==> src/rtl/card_pkg.sv <==
// Shared types and constants for the card requester and the dealer score logic.
package card_pkg;

   typedef enum logic [2:0] {
      ST_IDLE,
      ST_REQ,
      ST_GAP,
      ST_DONE,
      ST_ERR
   } state_t;

   localparam logic [3:0] ACE         = 4'd1;
   localparam logic [3:0] TEN         = 4'd10;
   localparam logic [3:0] KING        = 4'd13;
   localparam logic [3:0] ACE_POINTS  = 4'd11;
   localparam logic [3:0] FACE_POINTS = 4'd10;

   // Only ranks ACE..KING are real cards; 0 and 14..15 are source glitches.
   function automatic logic isLegalRank(input logic [3:0] rank);
      return (rank >= ACE) && (rank <= KING);
   endfunction

endpackage

==> src/rtl/card_requester_if.sv <==
// Handshake bundle between the game FSM, the random card source and the requester.
interface card_requester_if;

   logic       deal_start_i;
   logic       dest_i;
   logic       clear_err_i;
   logic       card_valid_i;
   logic [3:0] card_value_i;
   logic       req_card_o;
   logic [3:0] card_o;
   logic [3:0] points_o;
   logic       dest_o;
   logic       card_ready_o;
   logic       busy_o;
   logic       timeout_err_o;

   modport slave (
      input  deal_start_i, dest_i, clear_err_i, card_valid_i, card_value_i,
      output req_card_o, card_o, points_o, dest_o, card_ready_o, busy_o, timeout_err_o
   );

   modport master (
      output deal_start_i, dest_i, clear_err_i, card_valid_i, card_value_i,
      input  req_card_o, card_o, points_o, dest_o, card_ready_o, busy_o, timeout_err_o
   );

endinterface

==> src/rtl/card_points_decoder.sv <==
// Blackjack rank-to-points conversion; illegal ranks decode to 0 points.
module card_points_decoder
   import card_pkg::*;
(
   input  logic [3:0] i_rank,
   output logic [3:0] o_points
);

   always_comb begin
      o_points = 4'd0;
      if (i_rank == ACE) begin
         o_points = ACE_POINTS;
      end else if ((i_rank > ACE) && (i_rank <= TEN)) begin
         o_points = i_rank;
      end else if ((i_rank > TEN) && (i_rank <= KING)) begin
         o_points = FACE_POINTS;
      end
   end

endmodule

==> src/rtl/card_requester.sv <==
// Fetches one card from the random source per deal request, filtering
// illegal ranks and flagging a sticky error if the source stays silent.
module card_requester
   import card_pkg::*;
#(
   parameter int TIMEOUT_CYCLES = 16
)(
   input  logic             clk_cr_i,
   input  logic             rst_cr_i,
   card_requester_if.slave  bus
);

   localparam int CW = $clog2(TIMEOUT_CYCLES) + 1;
   localparam logic [CW-1:0] LAST_WAIT = CW'(TIMEOUT_CYCLES - 1);
   localparam logic [CW-1:0] MAX_WAIT  = {CW{1'b1}};

   state_t          r_state;
   state_t          w_nextState;
   logic [CW-1:0]   r_count;
   logic [CW-1:0]   w_nextCount;
   logic            r_destPending;
   logic [3:0]      r_card;
   logic [3:0]      r_points;
   logic            r_dest;
   logic [3:0]      w_points;
   logic            w_legal;
   logic            w_latch;

   card_points_decoder u_decoder (
      .i_rank   (bus.card_value_i),
      .o_points (w_points)
   );

   assign w_legal = isLegalRank(bus.card_value_i);
   assign w_latch = (r_state == ST_REQ) && bus.card_valid_i && w_legal;

   always_ff @(posedge clk_cr_i or posedge rst_cr_i) begin
      if (rst_cr_i) begin
         r_state <= ST_IDLE;
         r_count <= '0;
      end else begin
         r_state <= w_nextState;
         r_count <= w_nextCount;
      end
   end

   // A valid card is checked before the timeout so a last-cycle card still wins.
   always_comb begin
      w_nextState = r_state;
      w_nextCount = r_count;
      case (r_state)
         ST_IDLE: begin
            if (bus.deal_start_i) begin
               w_nextState = ST_REQ;
               w_nextCount = '0;
            end
         end
         ST_REQ: begin
            if (bus.card_valid_i) begin
               if (w_legal) begin
                  w_nextState = ST_DONE;
               end else begin
                  w_nextState = ST_GAP;
                  w_nextCount = '0;
               end
            end else if (r_count == LAST_WAIT) begin
               w_nextState = ST_ERR;
            end else if (r_count != MAX_WAIT) begin
               w_nextCount = r_count + CW'(1);
            end
         end
         ST_GAP: begin
            w_nextState = ST_REQ;
         end
         ST_DONE: begin
            w_nextState = ST_IDLE;
         end
         ST_ERR: begin
            if (bus.clear_err_i) begin
               w_nextState = ST_IDLE;
            end
         end
         default: begin
            w_nextState = ST_IDLE;
         end
      endcase
   end

   always_ff @(posedge clk_cr_i or posedge rst_cr_i) begin
      if (rst_cr_i) begin
         r_destPending <= 1'b0;
         r_card        <= 4'd0;
         r_points      <= 4'd0;
         r_dest        <= 1'b0;
      end else begin
         if ((r_state == ST_IDLE) && bus.deal_start_i) begin
            r_destPending <= bus.dest_i;
         end
         if (w_latch) begin
            r_card   <= bus.card_value_i;
            r_points <= w_points;
            r_dest   <= r_destPending;
         end
      end
   end

   // Status outputs decode straight from the state so reset clears them at once.
   assign bus.req_card_o    = (r_state == ST_REQ);
   assign bus.card_ready_o  = (r_state == ST_DONE);
   assign bus.busy_o        = (r_state != ST_IDLE);
   assign bus.timeout_err_o = (r_state == ST_ERR);
   assign bus.card_o        = r_card;
   assign bus.points_o      = r_points;
   assign bus.dest_o        = r_dest;

endmodule
==> src/flat_wrapper.sv <==
// flat-port wrapper written by rule: the top's interface ports become plain ports
module card_requester_flat import card_pkg::*;
#(
   parameter int TIMEOUT_CYCLES = 16
)
  (clk_cr_i, rst_cr_i, bus_deal_start_i, bus_dest_i, bus_clear_err_i, bus_card_valid_i, bus_card_value_i, bus_req_card_o, bus_card_o, bus_points_o, bus_dest_o, bus_card_ready_o, bus_busy_o, bus_timeout_err_o);
  card_requester_if bus_i ();
  input  logic clk_cr_i;
  input  logic rst_cr_i;
  input wire logic [$bits(bus_i.deal_start_i)-1:0] bus_deal_start_i;
  input wire logic [$bits(bus_i.dest_i)-1:0] bus_dest_i;
  input wire logic [$bits(bus_i.clear_err_i)-1:0] bus_clear_err_i;
  input wire logic [$bits(bus_i.card_valid_i)-1:0] bus_card_valid_i;
  input wire logic [$bits(bus_i.card_value_i)-1:0] bus_card_value_i;
  output wire logic [$bits(bus_i.req_card_o)-1:0] bus_req_card_o;
  output wire logic [$bits(bus_i.card_o)-1:0] bus_card_o;
  output wire logic [$bits(bus_i.points_o)-1:0] bus_points_o;
  output wire logic [$bits(bus_i.dest_o)-1:0] bus_dest_o;
  output wire logic [$bits(bus_i.card_ready_o)-1:0] bus_card_ready_o;
  output wire logic [$bits(bus_i.busy_o)-1:0] bus_busy_o;
  output wire logic [$bits(bus_i.timeout_err_o)-1:0] bus_timeout_err_o;
  assign bus_i.deal_start_i = bus_deal_start_i;
  assign bus_i.dest_i = bus_dest_i;
  assign bus_i.clear_err_i = bus_clear_err_i;
  assign bus_i.card_valid_i = bus_card_valid_i;
  assign bus_i.card_value_i = bus_card_value_i;
  assign bus_req_card_o = bus_i.req_card_o;
  assign bus_card_o = bus_i.card_o;
  assign bus_points_o = bus_i.points_o;
  assign bus_dest_o = bus_i.dest_o;
  assign bus_card_ready_o = bus_i.card_ready_o;
  assign bus_busy_o = bus_i.busy_o;
  assign bus_timeout_err_o = bus_i.timeout_err_o;
  card_requester #(.TIMEOUT_CYCLES(TIMEOUT_CYCLES)) u_core (.clk_cr_i(clk_cr_i), .rst_cr_i(rst_cr_i), .bus(bus_i));
endmodule
==> config.mk <==
export PLATFORM = sky130hd
export DESIGN_NAME = card_requester_flat
export DESIGN_NICKNAME = d
export VERILOG_FILES = /design/src/rtl/card_pkg.sv /design/src/rtl/card_requester_if.sv /design/src/rtl/card_points_decoder.sv /design/src/rtl/card_requester.sv /design/src/flat_wrapper.sv
export SDC_FILE = /design/constraint.sdc
export NUM_CORES = 1
export LEC_CHECK = 0
export CELL_PAD_IN_SITES_DETAIL_PLACEMENT = 0
export CELL_PAD_IN_SITES_GLOBAL_PLACEMENT = 2
export CORE_MARGIN = 10
export CORE_UTILIZATION = 41
export CTS_BUF_LIST = sky130_fd_sc_hd__clkbuf_4
export DETAILED_ROUTE_END_ITERATION = 8
export DONT_BUFFER_PORTS = 1
export GPL_TIMING_DRIVEN = 0
export HOLD_SLACK_MARGIN = 0.08
export PLACE_DENSITY = 0.81
export SLEW_MARGIN = 30
export SYNTH_ARGS = -nofsm -noshare
export SYNTH_HDL_FRONTEND = slang
export SYNTH_SLANG_ARGS = --single-unit
==> constraint.sdc <==
create_clock -name clk_cr_i -period 2.5 [get_ports clk_cr_i]
set_clock_uncertainty 0.1 [all_clocks]
set_input_delay 0.5 -clock clk_cr_i [delete_from_list [all_inputs] [get_ports clk_cr_i]]
set_output_delay 0.5 -clock clk_cr_i [all_outputs]
set_load 0.005 [all_outputs]
==> metrics.txt <==
# TYPE chip_impl_metric gauge
chip_impl_info{name="timing_worst_setup_path_type",value="flop to flop"} 1
chip_impl_metric{name="post_cts_resized",unit=""} 0
chip_impl_metric{name="layout-drive-gt1-share",unit="%"} 21.0
chip_impl_info{name="hold_crit_class",value="input port to async pin"} 1
chip_impl_info{name="worst_path_slowest_cell",value="dfrtp_1"} 1
chip_impl_metric{name="finalWeightedCongestion",unit=""} 0.721
chip_impl_metric{name="initialDrtViolationCount",unit=""} 64
chip_impl_metric{name="clk-insertion-delay-late",unit="ns"} 0.29
chip_impl_metric{name="timing.slew.headroom",unit="%"} 54.6
chip_impl_metric{name="layout.filler_cells",unit=""} 259
chip_impl_info{name="cts.root.buffer_cell",value="clkbuf_4"} 1
chip_impl_info{name="yosys.cell_count.top_type",value="dfrtp_1"} 1
chip_impl_metric{name="net_count_reported_at_finish",unit=""} 119
chip_impl_metric{name="dieArea",unit="sq mm"} 0.00505
chip_impl_metric{name="timing.reg2reg.worst_path_depth",unit=""} 7
chip_impl_info{name="crit_path_end_kind",value="flop"} 1
chip_impl_metric{name="track_usage",unit="%"} 8.97
chip_impl_metric{name="first_pass_grt_wire_length",unit="um"} 3790
chip_impl_metric{name="postSynthRegisterBits",unit=""} 18
chip_impl_metric{name="worst_pin_slew",unit="ns"} 0.680
chip_impl_metric{name="synth_enable_flop_cells",unit=""} 0
chip_impl_metric{name="report.final.slew_viol_count",unit=""} 0
chip_impl_metric{name="drc_errors",unit=""} 0
chip_impl_info{name="timing.critical_path.mode_cell",value="ha_1"} 1
chip_impl_metric{name="clkTransAtPathRegs",unit="ns"} 0.10
chip_impl_info{name="timing.critical_path.from",value="u_core.r_count[0]"} 1
chip_impl_metric{name="synth-async-reset-ratio",unit="%"} 100
chip_impl_metric{name="firstDrtPassIters",unit=""} 4
chip_impl_metric{name="start_util",unit="%"} 43.2
chip_impl_info{name="crit_chain",value="ha_1 > and3_1 > ha_1 > nor2_1 > o221ai_2 > or2_4 > o41ai_2"} 1
chip_impl_metric{name="finalWorstSetupSlack",unit="ns"} 0.396
chip_impl_metric{name="worst-r2r-setup-slack",unit="ns"} 0.40
chip_impl_metric{name="yosysWarningCount",unit=""} 0
chip_impl_metric{name="num_io_pins",unit=""} 23
chip_impl_metric{name="post_drt_via_cell_ratio",unit=""} 5.56
chip_impl_metric{name="vdd_drop_max",unit="uV"} 468
chip_impl_metric{name="syn_inst",unit=""} 101
chip_impl_metric{name="post-cts-setup-buffers",unit=""} 0
chip_impl_metric{name="p_r_area_growth_vs_syn",unit="%"} 5.97
chip_impl_metric{name="synth_seq_area_share",unit="%"} 42.1
chip_impl_metric{name="worst_hold_slack",unit="ns"} 0.0880
chip_impl_metric{name="p_total",unit="mW"} 1.04
chip_impl_metric{name="final_core_area_utilization",unit="%"} 45.8
chip_impl_metric{name="setup_viol",unit=""} 0
chip_impl_metric{name="cts_sinks",unit=""} 18
chip_impl_metric{name="ctsLongestPathBuffers",unit=""} 2
chip_impl_metric{name="die_x",unit="um"} 71.1
chip_impl_metric{name="syn-num-nets",unit=""} 114
chip_impl_metric{name="dieHeight",unit="um"} 71.1
chip_impl_metric{name="critPathMaxFanout",unit=""} 6
chip_impl_metric{name="timing.critical_path.arrival",unit="ns"} 2.20
chip_impl_metric{name="row_count",unit=""} 18
chip_impl_info{name="postSynth.topFlopCell",value="dfrtp_1"} 1
chip_impl_metric{name="finalWirelength",unit="um"} 2210
chip_impl_metric{name="preCtsSetupSlack",unit="ns"} 0.402
chip_impl_metric{name="route.antenna.remaining_nets",unit=""} 0
chip_impl_metric{name="cellPowerDensity",unit="mW/mm^2"} 917
chip_impl_metric{name="portBuffers",unit=""} 0
chip_impl_metric{name="antenna_cells_inserted",unit=""} 0
chip_impl_metric{name="setup_total_negative_slack",unit="ns"} 0
chip_impl_metric{name="synth.lib_cells_used.distinct",unit=""} 38
chip_impl_info{name="grt_setup_unrepaired",value="no"} 1
chip_impl_metric{name="p_leak",unit="nW"} 0.497
chip_impl_info{name="cell_type_contributing_the_most_total_cell_area_after_synthesis",value="dfrtp_1"} 1
chip_impl_metric{name="finalCritPeriodShare",unit="%"} 84.2
chip_impl_metric{name="yosysTopAreaCellShare",unit="%"} 42.1
chip_impl_info{name="critical_path.startpoint_type",value="flop"} 1
chip_impl_metric{name="grt_antenna_before_repair",unit=""} 0
chip_impl_metric{name="hold_buffers",unit=""} 0
chip_impl_metric{name="syn_area",unit="sq mm"} 0.00107
chip_impl_metric{name="drv.max_cap_violation_count",unit=""} 0
chip_impl_metric{name="detailed_place_hpwl",unit="um"} 1730
chip_impl_info{name="critical_path.reg2reg.startpoint",value="u_core.r_count[0]"} 1
chip_impl_metric{name="final-hold-violation-count",unit=""} 0
chip_impl_metric{name="period_needed",unit="ns"} 2.10
chip_impl_metric{name="maximum_number_of_pins_on_one_net_before_global_route_repair",unit=""} 19
chip_impl_info{name="critical_path.reg2reg.endpoint",value="u_core.r_count[3]"} 1
chip_impl_info{name="synth_area_leaders",value="dfrtp_1, buf_6, o21ai_0"} 1
chip_impl_info{name="run_status",value="finished, final reports clean"} 1
chip_impl_metric{name="fp.coreArea",unit="sq mm"} 0.00248
chip_impl_metric{name="syn_avg_cell_area",unit="sq um"} 10.6
chip_impl_metric{name="vias",unit=""} 751
chip_impl_metric{name="cts_htree_levels",unit=""} 1
chip_impl_metric{name="wl_per_cell",unit="um"} 16.4
chip_impl_metric{name="critical_path_required",unit="ns"} 2.60
chip_impl_metric{name="grt_pass1_vias",unit=""} 784
chip_impl_metric{name="critPathMaxStageDelay",unit="ns"} 0.43
chip_impl_info{name="cts_tree",value="done"} 1
chip_impl_info{name="synthTopCellsByCount",value="dfrtp_1, nor2_1, o21ai_0, nand2_1, a21oi_1"} 1
chip_impl_metric{name="achievable-frequency",unit="MHz"} 475
chip_impl_metric{name="cts_made_buffers",unit=""} 3
chip_impl_metric{name="grt.overflow.total",unit=""} 0
worst max path at each step:
stage	endpoint	slack (ns)	cells past startpoint
floorplan	u_core.r_count[0]	0.59	7
global placement	u_core.r_count[0]	0.43	7
detailed placement	u_core.r_count[0]	0.40	7
CTS	u_core.r_count[3]	0.38	7
global route	u_core.r_count[2]	0.27	7
finish	u_core.r_count[3]	0.40	7
layer usage:
layer  track usage [%]  share of wire (%)
met5                 0                  0
met4              3.23               0.54
met3              4.46                9.4
met2              14.3                 48
met1              10.0                 42
kinds of logic after synthesis:
logic type	after synthesis	share of synthesized area [%]
and+or+nand+nor	36	22.9
muxes	5	5.15
adders and majority gates	3	3.51
buffers and inverters	11	7.13
AOI/OAI and AO/OA	28	19.2
DFF	18	42.1
layout make-up:
cell class	instances	area (sq um)	share of cell area, %
Clock buffer	3	22.5	1.99
Buffer	6	57.6	5.08
Multi-Input combinational cell	72	543	47.9
Tap cell	30	37.5	3.31
Clock inverter	1	3.75	0.331
Inverter	5	18.8	1.66
Sequential cell	18	450	39.7
worst max-delay path: cells and delay by family (launching register included):
family / cells / cell delay (ns)
simple gates: 3 / 0.65
fa+ha+maj: 2 / 0.46
flops: 1 / 0.43
compound gates: 2 / 0.38
report_power, final:
group | total (mW) | internal (mW) | switching (mW)
sequential | 0.497 | 0.398 | 0.0986
combinational | 0.395 | 0.191 | 0.203
clock | 0.147 | 0.0580 | 0.0892
total | 1.04 | 0.648 | 0.391
registers in the layout (all words and copies together), names as in the netlist:
name / flops
u_core.r_count: 5
u_core.bus.card_o: 4
u_core.bus.points_o: 4
u_core.r_state: 3
u_core.bus.dest_o: 1
u_core.r_destPending: 1
cells in the final DEF (no fill, tap or decap), types with 2 or more instances in the layout:
| master | n |
|---|---|
| a21oi_1 | 5 |
| and3_1 | 2 |
| buf_6 | 4 |
| clkbuf_4 | 3 |
| dfrtp_1 | 18 |
| ha_1 | 3 |
| inv_1 | 4 |
| mux2_1 | 3 |
| nand2_1 | 7 |
| nand2b_1 | 3 |
| nand3_1 | 2 |
| nand3b_1 | 3 |
| nor2_1 | 8 |
| nor3_1 | 2 |
| o21ai_0 | 8 |
| o22a_1 | 2 |
| o22ai_1 | 2 |
| o31ai_1 | 4 |
stage by stage:
step	cell area, sq um	std cells
detailed placement	1110	131
global placement	1110	131
finish	1130	135
CTS	1130	135
global route	1130	135
floorplan	1070	101
Power figures use the tool's default switching activity.
==> RTL edit 1, RTL diff (same flow settings) <==
`TIMEOUT_CYCLES` is set to 16 in 2 places; all go to 8.
--- a/src/rtl/card_requester.sv
+++ b/src/rtl/card_requester.sv
@@ -4,5 +4,5 @@
    import card_pkg::*;
 #(
-   parameter int TIMEOUT_CYCLES = 16
+   parameter int TIMEOUT_CYCLES = 8
 )(
    input  logic             clk_cr_i,
--- a/src/flat_wrapper.sv
+++ b/src/flat_wrapper.sv
@@ -2,5 +2,5 @@
 module card_requester_flat import card_pkg::*;
 #(
-   parameter int TIMEOUT_CYCLES = 16
+   parameter int TIMEOUT_CYCLES = 8
 )
   (clk_cr_i, rst_cr_i, bus_deal_start_i, bus_dest_i, bus_clear_err_i, bus_card_valid_i, bus_card_value_i, bus_req_card_o, bus_card_o, bus_points_o, bus_dest_o, bus_card_ready_o, bus_busy_o, bus_timeout_err_o);
Function: changed (Yosys sat finds a counterexample within 10 cycles, from zero or initial values and one cycle with rst_cr_i high).
==> RTL edit 1 against the original RTL <==
- sequential power fell by 1%
- power fell by 0.47%
- design area fell by 12%
- highest routed layer unchanged
- area after synthesis fell by 13%
- core utilization fell by 0.35 points
- setup slack improved by 250 ps
- wire length fell by 6.9%
- sequential cell count fell by 1
- largest power group unchanged
- critical path depth fell by 5
==> RTL edit 1: results (changes against the original RTL) <==
* Run status: complete, no violations
* Top post-synthesis cells by count: 17 x dfrtp_1, 7 x nor2_1, 6 x a21oi_1, 6 x nand2_1
* Worst Setup SP: u_core.r_state[0]$_DFFE_PP0P_
* Max FO, Critical Path at 10 (+4)
* Post-synthesis mux area share at 4.83% (-0.31 points)
* R2r endpoint: u_core.bus.points_o[1]$_DFFE_PP0P_
* Global-route wire length before repair at 3.31 mm (-13%)
* Clk pwr share at 14.7% (+0.5 points)
* Cells on worst reg2reg path at 5 (-2)
* Sequential share of the synthesized area at 45.6% (+3.5 points)
* DP Area at 967 um^2 (-13%)
* Combinational power at 390 uW (-1%)
* Pin count of the biggest net entering global routing at 18 (-1)
* Arrival time worst endpoint at 1250 ps (-950 ps)
* Syn nets at 103 (-9.6%)
* Leak at 0.433 nW (-13%)
* Average wire per standard cell at 16.6 um (+1.4%)
* Syn_area_per_cell at 10.1 um^2 (-4.3%)
* Library cells used by synthesis at 37 (-2.6%)
* Crit path max-delay cell type: or3_1
* Pre-CTS setup slack at 592 ps (+190 ps)
* GRT Util Overall at 9.39% (+0.42 points)
* Reg-to-reg setup timing slack at 840 ps (+440 ps)
* Non-filler cells, final at 124 (-8.1%)
* Compound-cell area share of the yosys netlist at 20.8% (+1.6 points)
* RD Place Congestion at 0.702 (-2.7%)
* Critical path endpoint: bus_busy_o
* Final net count at 108 (-9.2%)
* Drt via density at 5.77 (+3.8%)
* Post-DP HPWL at 1.53 mm (-11%)
* Reg-to-reg critical path startpoint: u_core.r_state[2]$_DFFE_PP0P_
* Fmax at 0.540 GHz (+14%)
* DRT iter0 DRCs at 31 (-52%)
* Synth top area cells: dfrtp_1 46%, mux2_2 4.8%, a21oi_1 3.2%
* Sw frac at 37.7% (+0.058 points)
## RTL edit 1: cell count changes in the layout (fill, tap and decap cells not counted), sizes merged, moves of 2 or more
cell,change
a31oi,+2
nand3,+4
o31ai,-4
o21a,+2
nor4,-2
and3,-2
ha,-2
o21ai,-4
a32o,+2
nand2b,-2
inv,-2
## RTL edit 1: cell type report
type | instances | area (um^2)
Fill cell | 219 | 1200
Multi-Input combinational cell | 66 | 452
Sequential cell | 17 | 425
Buffer | 6 | 43.8
Tap cell | 28 | 35.0
Clock buffer | 3 | 22.5
Inverter | 3 | 11.3
Clock inverter | 1 | 5.00
## RTL edit 1: worst register-to-register path: cells and delay by family, from the launching register on
kind / cells / cell delay [ps]
compound gates: 2 / 280
flops: 1 / 470
simple gates: 2 / 460
buf+inv: 1 / 230
## RTL edit 1: per-layer routing
metal	GRT usage [%]	wire, um
met1	9.73	843
met2	15.3	961
met3	4.46	209
met4	5.38	44
met5	0	0
==> RTL edit 2, RTL diff (same settings) <==
Without the edit above. Encoding of `state_t`: now one-hot (5 bits for 5 states).
--- a/src/rtl/card_pkg.sv
+++ b/src/rtl/card_pkg.sv
@@ -2,10 +2,10 @@
 package card_pkg;
 
-   typedef enum logic [2:0] {
-      ST_IDLE,
-      ST_REQ,
-      ST_GAP,
-      ST_DONE,
-      ST_ERR
+   typedef enum logic [4:0] {
+      ST_IDLE = 5'b00001,
+      ST_REQ  = 5'b00010,
+      ST_GAP  = 5'b00100,
+      ST_DONE = 5'b01000,
+      ST_ERR  = 5'b10000
    } state_t;
 
Check against the original RTL: no difference found for any inputs over 10 cycles, from zero or initial values and one cycle with rst_cr_i high; not proved beyond that.
==> RTL edit 2 against the original RTL <==
- cell count is 3.0% lower
- via count is 3.2% lower
- area after synthesis is 3.2% higher
- design area is 5.3% higher
- die area is 2.3% higher
- count of clock-buffer cells in the layout stayed put
- setup slack worse by 150 ps
- power is 13% higher
- maximum frequency is 6.6% lower
- sequential cell count is 2 higher
- non-clock buffer count is 4 lower
- wire length is 3.6% lower
- core utilization is 1.6 points higher
- critical endpoint is now u_core.r_count[1]$_DFFE_PP0P_
==> RTL edit 2: results (changes against the original RTL) <==
* Pin count of the biggest net entering global routing at 21 (+2)
* Leak at 0.527 nW (+6.0%)
* Crit path max-delay cell type: a221oi_2
* Peak VDD IR at 0.532 mV (+14%)
* Drt via density at 5.55 (-0.24%)
* Average wire per standard cell at 16.3 um (-0.68%)
* # placed instances at 127 (-3.1%)
* Layout filler cell count at 246 (-5.0%)
* Arrival time worst endpoint at 2380 ps (+180 ps)
* Synth top area cells: dfrtp_1 43%, mux2_4 11%, ha_1 3.4%
* Slowest cell delay on critical path at 490 ps (+60 ps)
* Global-route wire length before repair at 3.72 mm (-1.8%)
* Layout cell share with drive strength beyond 1 at 22.8% (+1.8 points)
* Post-Synth XOR/XNOR Area at 0.794% (+0.79 points)
* Final net count at 115 (-3.4%)
* RD Place Congestion at 0.765 (+6.0%)
* Post-DP HPWL at 1.67 mm (-3.5%)
* Top post-synthesis cells by count: 19 x dfrtp_1, 10 x nor2_1, 9 x inv_1
* Run status: complete, no violations
* Vias in the first global route at 777 (-0.89%)
* DRT iter0 DRCs at 61 (-4.7%)
* GR Util met2 at 14.4% (+0.070 points)
* Syn nets at 110 (-3.5%)
* Sequential share of the synthesized area at 45.5% (+3.4 points)
* Pre-CTS setup slack at 274 ps (-128 ps)
* Post-Synth Adder-Cell Area at 3.40% (-0.11 points)
* Library cells used by synthesis at 35 (-7.9%)
* Grt met3 use at 5.23% (+0.77 points)
* Slew @ Worst Pin at 748 ps (+67.5 ps)
* Synthesized instance count at 97 (-4.0%)
* Post-synthesis mux area share at 14.6% (+9.5 points)
* Max FO, Critical Path at 5 (-1)
* Reg clk slew, reported paths at 120 ps (+20 ps)
* Compound-cell area share of the yosys netlist at 8.73% (-10 points)
* Vias at 727 (-3.2%)
* Met1 usage in global routing at 9.92% (-0.12 points)
==> RTL edit 2: changes by cell type after synthesis, sizes merged, moves of 3 or more <==
cell and change:
o21ai -6, nand2 -3, nand2b -3, o31ai -5
mux2 +5, inv +4, nor2 +3, buf -4
==> RTL edit 2: worst paths after layout <==
| check | startpoint | slack (ps) | endpoint |
|---|---|---|---|
| hold reg to reg | u_core.r_destPending$_DFFE_PP0P_ | 430 | u_core.r_destPending$_DFFE_PP0P_ |
| setup reg to reg | u_core.r_count[0]$_DFFE_PP0P_ | 250 | u_core.r_count[1]$_DFFE_PP0P_ |
| min in group clk_cr_i | bus_deal_start_i | 150 | u_core.r_state[0]$_DFFE_PP1P_ |
| hold / removal | rst_cr_i | 100 | u_core.bus.card_o[0]$_DFFE_PP0P_ |
| setup / recovery | u_core.r_count[0]$_DFFE_PP0P_ | 250 | u_core.r_count[1]$_DFFE_PP0P_ |
| max in group asynchronous | rst_cr_i | 1730 | u_core.r_count[2]$_DFFE_PP0P_ |
==> RTL edit 2: worst register-to-register path, delay by kind of cell (launching register included) <==
| family | cells | cell delay [ps] |
|---|---|---|
| AO/OA/AOI/OAI | 1 | 490 |
| adder cells (fa/ha/maj) | 2 | 440 |
| AND/OR/NAND/NOR | 3 | 500 |
| flip-flops | 1 | 420 |
| multiplexers | 1 | 240 |
==> RTL edit 2: where the power goes <==
group	internal, mW	switching (mW)
clock network	0.162	0.102
registers	0.438	0.0997
logic	0.213	0.161
total	0.813	0.363
==> RTL edit 2: through the flow <==
| step | power, mW | area, um^2 | hold WS, ps |
|---|---|---|---|
| after detailed placement | 0.929 | 1140 | 402 |
| final | 1.18 | 1190 | 98.7 |
| after floorplan | 0.846 | 1100 | 363 |
| after CTS | 1.20 | 1190 | 119 |
| after global placement | 0.917 | 1140 | 385 |
| after global routing | 1.26 | 1190 | 127 |
==> RTL edit 2: final cells by class <==
class	instances	area share [%]
buffer	2	2.10
multi-input combinational	66	45.5
clock buffer	3	1.89
tap	30	3.14
clock inverter	1	2.52
sequential	20	42.0
inverter	9	2.83
==> RTL edit 2: logic make-up after synthesis <==
family | count (synthesis)
flops | 20
mux | 12
xor+xnor | 1
fa+ha+maj | 3
buf+inv | 11
compound gates | 13
simple gates | 37
==> RTL edit 2: layer usage <==
metal | vias up | part of all wire (%)
met5 | - | 0
met4 | 0 | 0.61
met3 | 2 | 9.4
met2 | 17 | 47
met1 | 354 | 43
li1 | 354 | -
